File: src/rtl/shift_pkg.sv
// Shared defaults and the operand-pair type for the shift issue stage.
package shift_pkg;

  localparam int SHIFT_DEPTH = 4;
  localparam int SHIFT_W     = 8;
  localparam int SHIFT_SW    = 8;

  typedef struct packed {
    logic [SHIFT_W-1:0]  x;
    logic [SHIFT_SW-1:0] y;
  } operand_pair_t;

endpackage

File: src/rtl/shift_operand_fifo.sv
// Operand-pair FIFO: storage, pointers, occupancy count and head read.
// Latency: a pushed pair is visible on head_x/head_y the cycle after the push edge.
// Backpressure: push_ready drops only when count == DEPTH; never depends on pop.
module shift_operand_fifo
  import shift_pkg::*;
#(
  parameter int DEPTH = SHIFT_DEPTH,
  parameter int W     = SHIFT_W,
  parameter int SW    = SHIFT_SW,
  parameter int AW    = $clog2(DEPTH)
) (
  input  logic          clock,
  input  logic          reset,
  input  logic          push_valid,
  output logic          push_ready,
  input  logic [W-1:0]  push_x,
  input  logic [SW-1:0] push_y,
  input  logic          pop,
  output logic [W-1:0]  head_x,
  output logic [SW-1:0] head_y,
  output logic [AW:0]   count
);

  typedef struct packed {
    logic [W-1:0]  x;
    logic [SW-1:0] y;
  } pair_t;

  localparam logic [AW:0] FULL = (AW+1)'(DEPTH);

  pair_t          mem [DEPTH];
  pair_t          head;
  logic [AW-1:0]  wr_ptr;
  logic [AW-1:0]  rd_ptr;
  logic [AW:0]    count_q;
  logic           push;

  assign push_ready = (count_q != FULL);
  assign push       = push_valid && push_ready;

  // Storage carries no reset; occupancy alone decides what is valid.
  always_ff @(posedge clock) begin
    if (push) begin
      mem[wr_ptr] <= '{x: push_x, y: push_y};
    end
  end

  // Power-of-two depth lets the pointers wrap by plain overflow.
  always_ff @(posedge clock) begin
    if (!reset) begin
      wr_ptr  <= '0;
      rd_ptr  <= '0;
      count_q <= '0;
    end else begin
      if (push) wr_ptr <= wr_ptr + 1'b1;
      if (pop)  rd_ptr <= rd_ptr + 1'b1;
      if (push && !pop)      count_q <= count_q + 1'b1;
      else if (!push && pop) count_q <= count_q - 1'b1;
    end
  end

  assign head   = mem[rd_ptr];
  assign head_x = (count_q != '0) ? head.x : '0;
  assign head_y = (count_q != '0) ? head.y : '0;
  assign count  = count_q;

endmodule

File: src/rtl/shift_issue_queue.sv
// Issue stage: buffers (x, y) pairs, feeds the head to an external shifter, registers its result.
// Latency: accept at edge N, head on shifter in cycle N+1, out_valid from cycle N+2.
// Backpressure: out_ready=0 holds out_data/out_valid; queue keeps accepting until full.
module shift_issue_queue
  import shift_pkg::*;
#(
  parameter int DEPTH = SHIFT_DEPTH,
  parameter int W     = SHIFT_W,
  parameter int SW    = SHIFT_SW
) (
  input  logic                     clock,
  input  logic                     reset,
  input  logic                     in_valid,
  output logic                     in_ready,
  input  logic [W-1:0]             in_x,
  input  logic [SW-1:0]            in_y,
  output logic [W-1:0]             sh_x,
  output logic [SW-1:0]            sh_y,
  input  logic [W-1:0]             sh_res,
  output logic                     out_valid,
  input  logic                     out_ready,
  output logic [W-1:0]             out_data,
  output logic [$clog2(DEPTH):0]   count
);

  logic slot_free;
  logic issue;

  assign slot_free = !out_valid || out_ready;
  assign issue     = (count != '0) && slot_free;

  shift_operand_fifo #(
    .DEPTH (DEPTH),
    .W     (W),
    .SW    (SW)
  ) u_fifo (
    .clock      (clock),
    .reset      (reset),
    .push_valid (in_valid),
    .push_ready (in_ready),
    .push_x     (in_x),
    .push_y     (in_y),
    .pop        (issue),
    .head_x     (sh_x),
    .head_y     (sh_y),
    .count      (count)
  );

  // Result register: load on issue, otherwise clear valid once consumed.
  always_ff @(posedge clock) begin
    if (!reset) begin
      out_valid <= 1'b0;
      out_data  <= '0;
    end else if (issue) begin
      out_valid <= 1'b1;
      out_data  <= sh_res;
    end else if (out_valid && out_ready) begin
      out_valid <= 1'b0;
    end
  end

endmodule

File: config.mk
export PLATFORM = sky130hd
export DESIGN_NAME = shift_issue_queue
export DESIGN_NICKNAME = d
export VERILOG_FILES = /design/src/rtl/shift_pkg.sv /design/src/rtl/shift_operand_fifo.sv /design/src/rtl/shift_issue_queue.sv
export SDC_FILE = /design/constraint.sdc
export NUM_CORES = 1
export LEC_CHECK = 0
export ABC_CLOCK_PERIOD_IN_PS = 6130
export CORE_MARGIN = 2
export CORE_UTILIZATION = 55
export CTS_CLUSTER_DIAMETER = 30
export DETAILED_ROUTE_END_ITERATION = 6
export PLACE_DENSITY_LB_ADDON = 0.05
export RECOVER_POWER = 50
export SLEW_MARGIN = 25
export SYNTH_ARGS = -nofsm -noshare
export SYNTH_HDL_FRONTEND = slang
export SYNTH_SLANG_ARGS = --single-unit
File: constraint.sdc
create_clock -name clock -period 6.13 [get_ports clock]
set_input_delay 0.9195 -clock clock [delete_from_list [all_inputs] [get_ports clock]]
set_output_delay 0.9195 -clock clock [all_outputs]
set_load 0.005 [all_outputs]
==> metrics.md, run 1 <==
| Metric | Value |
|---|---|
| Status | completed |
| Via density | 5.46 |
| Worst slack at placement | 2.78 ns |
| Setup TNS | 0 ns |
| Worst path bufs/invs | 1 |
| Number of global-route vias before repair | roughly 1900 |
| Initial core utilization | 56.3% |
| Cells after synthesis | 191 |
| Rows | 28 |
| Critical path arrival | 2.31 ns |
| Avg Inst Size Synth | 17.3 sq um |
| Longest Clk Path Bufs | 2 |
| # nets final | 282 |
| Post-synthesis adder-cell area fraction | 2.49% |
| XOR/XNOR Fraction of Synth Area | 0.529% |
| Initial DRC count | 72 |
| Post-synthesis compound-gate area fraction | under 10% |
| WL/cell | 18.6 um |
| Final Setup Violations | 0 |
| Commonest non-fill, non-tap cell in the layout | edfxtp_1 |
| Via Count | 1792 |
| Slowest-stage cell, CP | dfxtp_2 |
| First-pass GRT wire length | ~9.4 mm |
| CTS clk-pin slew, worst paths | 0.08 ns |
| Dominant synthesized flop cell | edfxtp_1 |
| Final Util | a little over two thirds |
| I/O Buffers | 56 |
| P_leak | 1.44 nW |
| TritonCTS clock tree | built |
| Fraction of registers with async set/reset | 0% |
| DIE AREA | 0.00666 sq mm |
| Synth Cell Area | 0.00331 sq mm |
| Worst skew pair latency | 0.34 ns |
| Slew @ Worst Pin | 1.01 ns |
| Worst hold path class | flop to flop |
| WP data required | 5.21 ns |
| Core area | 0.00589 sq mm |
| Post-DP HPWL | between 4 and 5 mm |
| Kind of critical path | flop to output pin |
| CP max stage delay | 0.68 ns |
| Grt ovf | 0 |
| CTS Root Buffer Type | clkbuf_8 |
| Synth cell types | 29 |
| Ys Warns | 0 |
| CP cell instances | mux4_1, nor2b_1, clkdlybuf4s50_1 |
| Maximum VDD drop | 0.284 mV |
| CTS Buf Count | 9 |
| Antenna cell count | 0 |
| CP startpoint kind | flop |
| Post-cts hold buffer count | 0 |
| Slew margin rel. | about 33% |
| Largest net degree at the start of global routing | 28 |
| Syn nets | 225 |
| Post-Synth Simple-Gate Area | 8.53% |
| Die W | 81.6 um |
| RD Place Congestion | 0.661 |
| Area Overhead vs Synth | 24.7% |
| Main combinational cell family by area after synthesis | multiplexers |
| Final period util | 52.7% |
| CP Max Fanout | 16 |
| Die height | 81.6 um |
| Postcts setup bufs | 0 |
| Number of flops mapped to enable cells by yosys | 64 |
| PD cells | 418 mW/mm^2 |
| Sequential share of the synthesized area | between 60% and 70% |
| Count of TritonRoute iterations in the first routing pass | 4 |
| Total chip power | 1.73 mW |
| Fin worst setup slack | 2.90 ns |
| Multiplexer share of the synthesized area | 14.9% |
| # DRC | 0 |
| Share of cells above drive strength 1 | approximately an eighth |
| Worst setup EP type | output pin |
| Boundary pin count | 57 |
| Most frequent cells in the layout | edfxtp_1 (64), clkdlybuf4s50_1 (31), dlygate4sd3_1 (25) |
| Initial antenna violation count | 0 |
| #FFs+latches synth | 82 |
| Overall global routing resource usage | just over 20% |
| H-tree levels | 3 |
| CP top delay family | flip-flops |
| Detail Route Antenna Nets | 0 |
| Clock sink count | 82 |
| Clk_skew | slightly above 0.01 ns |
| Post-cts sizing count | 0 |
| Final wirelength | 6.10 mm |
| Maximum operating frequency | ~310 MHz |
| Max cap viols | 0 |
| Final Max Slew Viols | 0 |
| RSZ-0062 raised after global routing | no |
| Final Hold Fails | 0 |
| Tmin final | 3.23 ns |
-- layout make-up --
type,count,area [sq um]
Timing Repair Buffer,56,561
Multi-Input combinational cell,94,952
Inverter,5,18.8
Tap cell,75,93.8
Clock inverter,7,100
Clock buffer,9,124
Fill cell,397,1750
Sequential cell,82,2280
-- power breakdown --
part | leakage [nW] | internal [mW] | switching, mW
logic | 0.597 | 0.330 | 0.211
registers | 0.735 | 0.681 | 0.0757
clock network | 0.102 | 0.232 | 0.198
total | 1.44 | 1.24 | 0.485
-- synthesized netlist by cell type, types with 3 or more instances --
cell type	number	area, sq um
edfxtp_1	64	1920
inv_1	5	18.8
buf_2	4	20.0
mux2i_1	11	110
dfxtp_1	18	360
clkbuf_1	4	15.0
a21boi_0	3	22.5
nand2_1	21	78.8
ha_1	5	62.6
nor2b_1	16	100
mux4_1	6	158
and2_1	5	31.3
mux4_2	10	225
-- kinds of logic (layout without fill, tap and decap cells) --
group                      count (synthesis)  count (layout)
muxes                                     27              27
adders and majority gates                  6               6
DFF                                       82              82
buffers and inverters                     15              77
xor gates and xnor gates                   2               2
AOI/OAI and AO/OA                          9               9
and+or+nand+nor                           50              50
-- final timing paths --
check	from	endpoint	slack, ns	cells past startpoint
worst min-delay path	out_data[2]	out_data[2]	0.46	2
worst max register to register	u_fifo.count[2]	u_fifo.count[2]	3.22	9
worst max-delay path	flop	sh_y[2]	2.90	3
worst min register to register	out_data[2]	out_data[2]	0.46	2
-- routing by layer --
layer  vias to the layer above  share of wire [%]  GRT usage (%)  wire (um)
li1                        833                  -              -          -
met1                       917                 40           23.8       2460
met2                        38                 55           36.3       3360
met3                         4                3.8           5.60        233
met4                         0               0.84           7.00         51
met5                         -                  0              0          0
-- registers in the layout, summed over array words and instances, names as in the netlist, named ones only --
name           count
u_fifo.wr_ptr      2
u_fifo.count       3
u_fifo.mem        64
out_valid          1
out_data           8
u_fifo.rd_ptr      2
-- worst min-delay path, cell delays in order (launching register included) --
cell and delay [ns]:
dfxtp_1 0.31, nand2_1 0.05, mux2i_1 0.05
-- through the flow --
| step | std cells | cell area, sq um | hold WS, ns |
|---|---|---|---|
| floorplan | 191 | 3310 | 0.450 |
| global placement | 312 | 3910 | 0.444 |
| detailed placement | 312 | 3910 | 0.454 |
| CTS | 328 | 4130 | 0.468 |
| global route | 328 | 4130 | 0.478 |
| finish | 328 | 4130 | 0.463 |
Power figures use the tool's default switching activity.
==> run 2, diff against run 1 <==
ABC_CLOCK_PERIOD_IN_PS = 3000   (was 6130)
CORE_UTILIZATION = 52   (was 55)
clock period = 3 ns   (was 6.13 ns; I/O delays follow)
==> run 2 against run 1 <==
Net effect:
- final cell count grew 2.7%
- critical endpoint is now sh_x[7]
- core utilization fell by 3.3 points
- global-route usage decreased by 2.5 points
- largest cell class unchanged
==> metrics.md, run 2 (synthesis gave the netlist of run 1 again) <==
| Metric | Value |
|---|---|
| Setup slack, reg-to-reg | 0.62 ns |
| Tmin final | 2.65 ns |
| Boundary pin count | 57 |
| CP Max Fanout | 16 |
| Detail Route Antenna Nets | 0 |
| Via Count | 1816 |
| Setup TNS | 0 ns |
| WP data required | around 2.6 ns |
| Placed inst area | 0.00396 sq mm |
| Maximum VDD drop | 0.632 mV |
| Critical path arrival | about 2.2 ns |
| Top reg by flops | u_fifo.mem |
| Worst setup EP type | output pin |
| Layout Cells excl Fill | around 340 |
| Slew @ Worst Pin | a little under 0.9 ns |
| Hold_sp | out_data[1] |
| WL/cell | 17.5 um |
| Initial antenna violation count | 0 |
| DIE AREA | 0.00703 sq mm |
| Die height | 83.8 um |
| Worst hold path class | flop to flop |
| Postcts setup bufs | 0 |
| Fin area | approximately 0.0042 sq mm |
| Final Max Slew Viols | 0 |
| Final period util | 88.3% |
| Final Setup Violations | 0 |
| CTS Root Buffer Type | clkbuf_8 |
| H-tree levels | 3 |
| Overall global routing resource usage | between 10% and 20% |
| Antenna cell count | 0 |
| Beginning of the worst register-to-register path | u_fifo.count[0] |
| Via density | 5.39 |
| Final Hold Fails | 0 |
| Initial core utilization | 53.1% |
| Worst skew pair latency | around 0.34 ns |
| First-pass GRT wire length | 9.47 mm |
| Count of TritonRoute iterations in the first routing pass | 4 |
| Hold path depth | 2 |
| Initial DRC count | 93 |
| TritonCTS clock tree | built |
| Area Overhead vs Synth | 26.1% |
| Max reg flops | 64 |
| Post-cts hold buffer count | 0 |
| PD cells | ~840 mW/mm^2 |
| Final wirelength | 5.90 mm |
| P_leak | 1.48 nW |
| CTS Buf Count | 9 |
| Core area | about 0.0062 sq mm |
| Number of global-route vias before repair | 1879 |
| Clock sink count | slightly above 80 |
| # DRC | 0 |
| Slew margin rel. | a little over two fifths |
| Worst hold slack | 0.463 ns |
| Rows | 29 |
| I/O Buffers | 56 |
| CTS clk-pin slew, worst paths | 0.09 ns |
| CP startpoint kind | flop |
| Grt ovf | 0 |
| Share of cells above drive strength 1 | 14.2% |
| Most frequent cells in the layout | edfxtp_1 (64), clkdlybuf4s50_1 (30), dlygate4sd3_1 (26) |
| R2R cell count | 8 |
| Die W | 83.8 um |
| Longest Clk Path Bufs | 2 |
| RD Place Congestion | between 0.7 and 0.8 |
| RSZ-0062 raised after global routing | no |
| Worst Hold End | out_data[1] |
| Maximum operating frequency | approximately 380 MHz |
| Clk_skew | approximately 0.012 ns |
| Commonest non-fill, non-tap cell in the layout | edfxtp_1 |
| Placed Cells | roughly 320 |
| Kind of critical path | flop to output pin |
| Post-DP HPWL | between 3 and 4 mm |
| Total chip power | about 3.5 mW |
| # nets final | 289 |
| Status | completed |
| Reg-to-reg endpoint | u_fifo.count[2] |
| Post-cts sizing count | 0 |
| Largest net degree at the start of global routing | 28 |
| Max cap viols | 0 |
==> run 2: report_power, final <==
group          switching [mW]  internal (mW)
Sequential             0.0801           1.39
Combinational           0.510          0.700
Clock                   0.386          0.467
Total                   0.976           2.55
==> run 2: critical path: stages (launching register included) <==
cell             delay (ns)
dfxtp_1                0.32
buf_4                  0.29
mux4_1                 0.62
nor2b_1                0.15
clkdlybuf4s50_1        0.46
==> run 2: how the worst max path moves through the flow <==
stage                                 end  cells past startpoint
after global routing              sh_x[7]                      4
final                             sh_x[7]                      4
after detailed placement  u_fifo.count[2]                     10
after CTS                         sh_x[7]                      4
after global placement    u_fifo.count[2]                     10
after floorplan           u_fifo.count[2]                     10
==> run 2: cell type report <==
cell class              count  area, sq um
clock buffers               9          124
inverters                   5         18.8
fillers                   424         2060
clock inverters             7         92.6
well taps                  77         96.3
flip-flops and latches     82         2280
repair buffers             63          613
multi-input cells          94          952
==> run 2: layer usage <==
metal	share of wire, %	routed length, um	GRT usage, %
met4	0.93	55	7.33
met5	0	0	0
met3	4.1	244	3.66
met2	54	3170	30.5
met1	41	2430	22.3
==> run 2: through the flow <==
| step | util, % | setup WS (ns) |
|---|---|---|
| after floorplan | - | 0.826 |
| after global placement | 63.5 | 0.318 |
| after detailed placement | 63.5 | 0.212 |
| after CTS | 67.0 | 0.329 |
| after global routing | 67.0 | 0.277 |
| final | 67.0 | 0.352 |
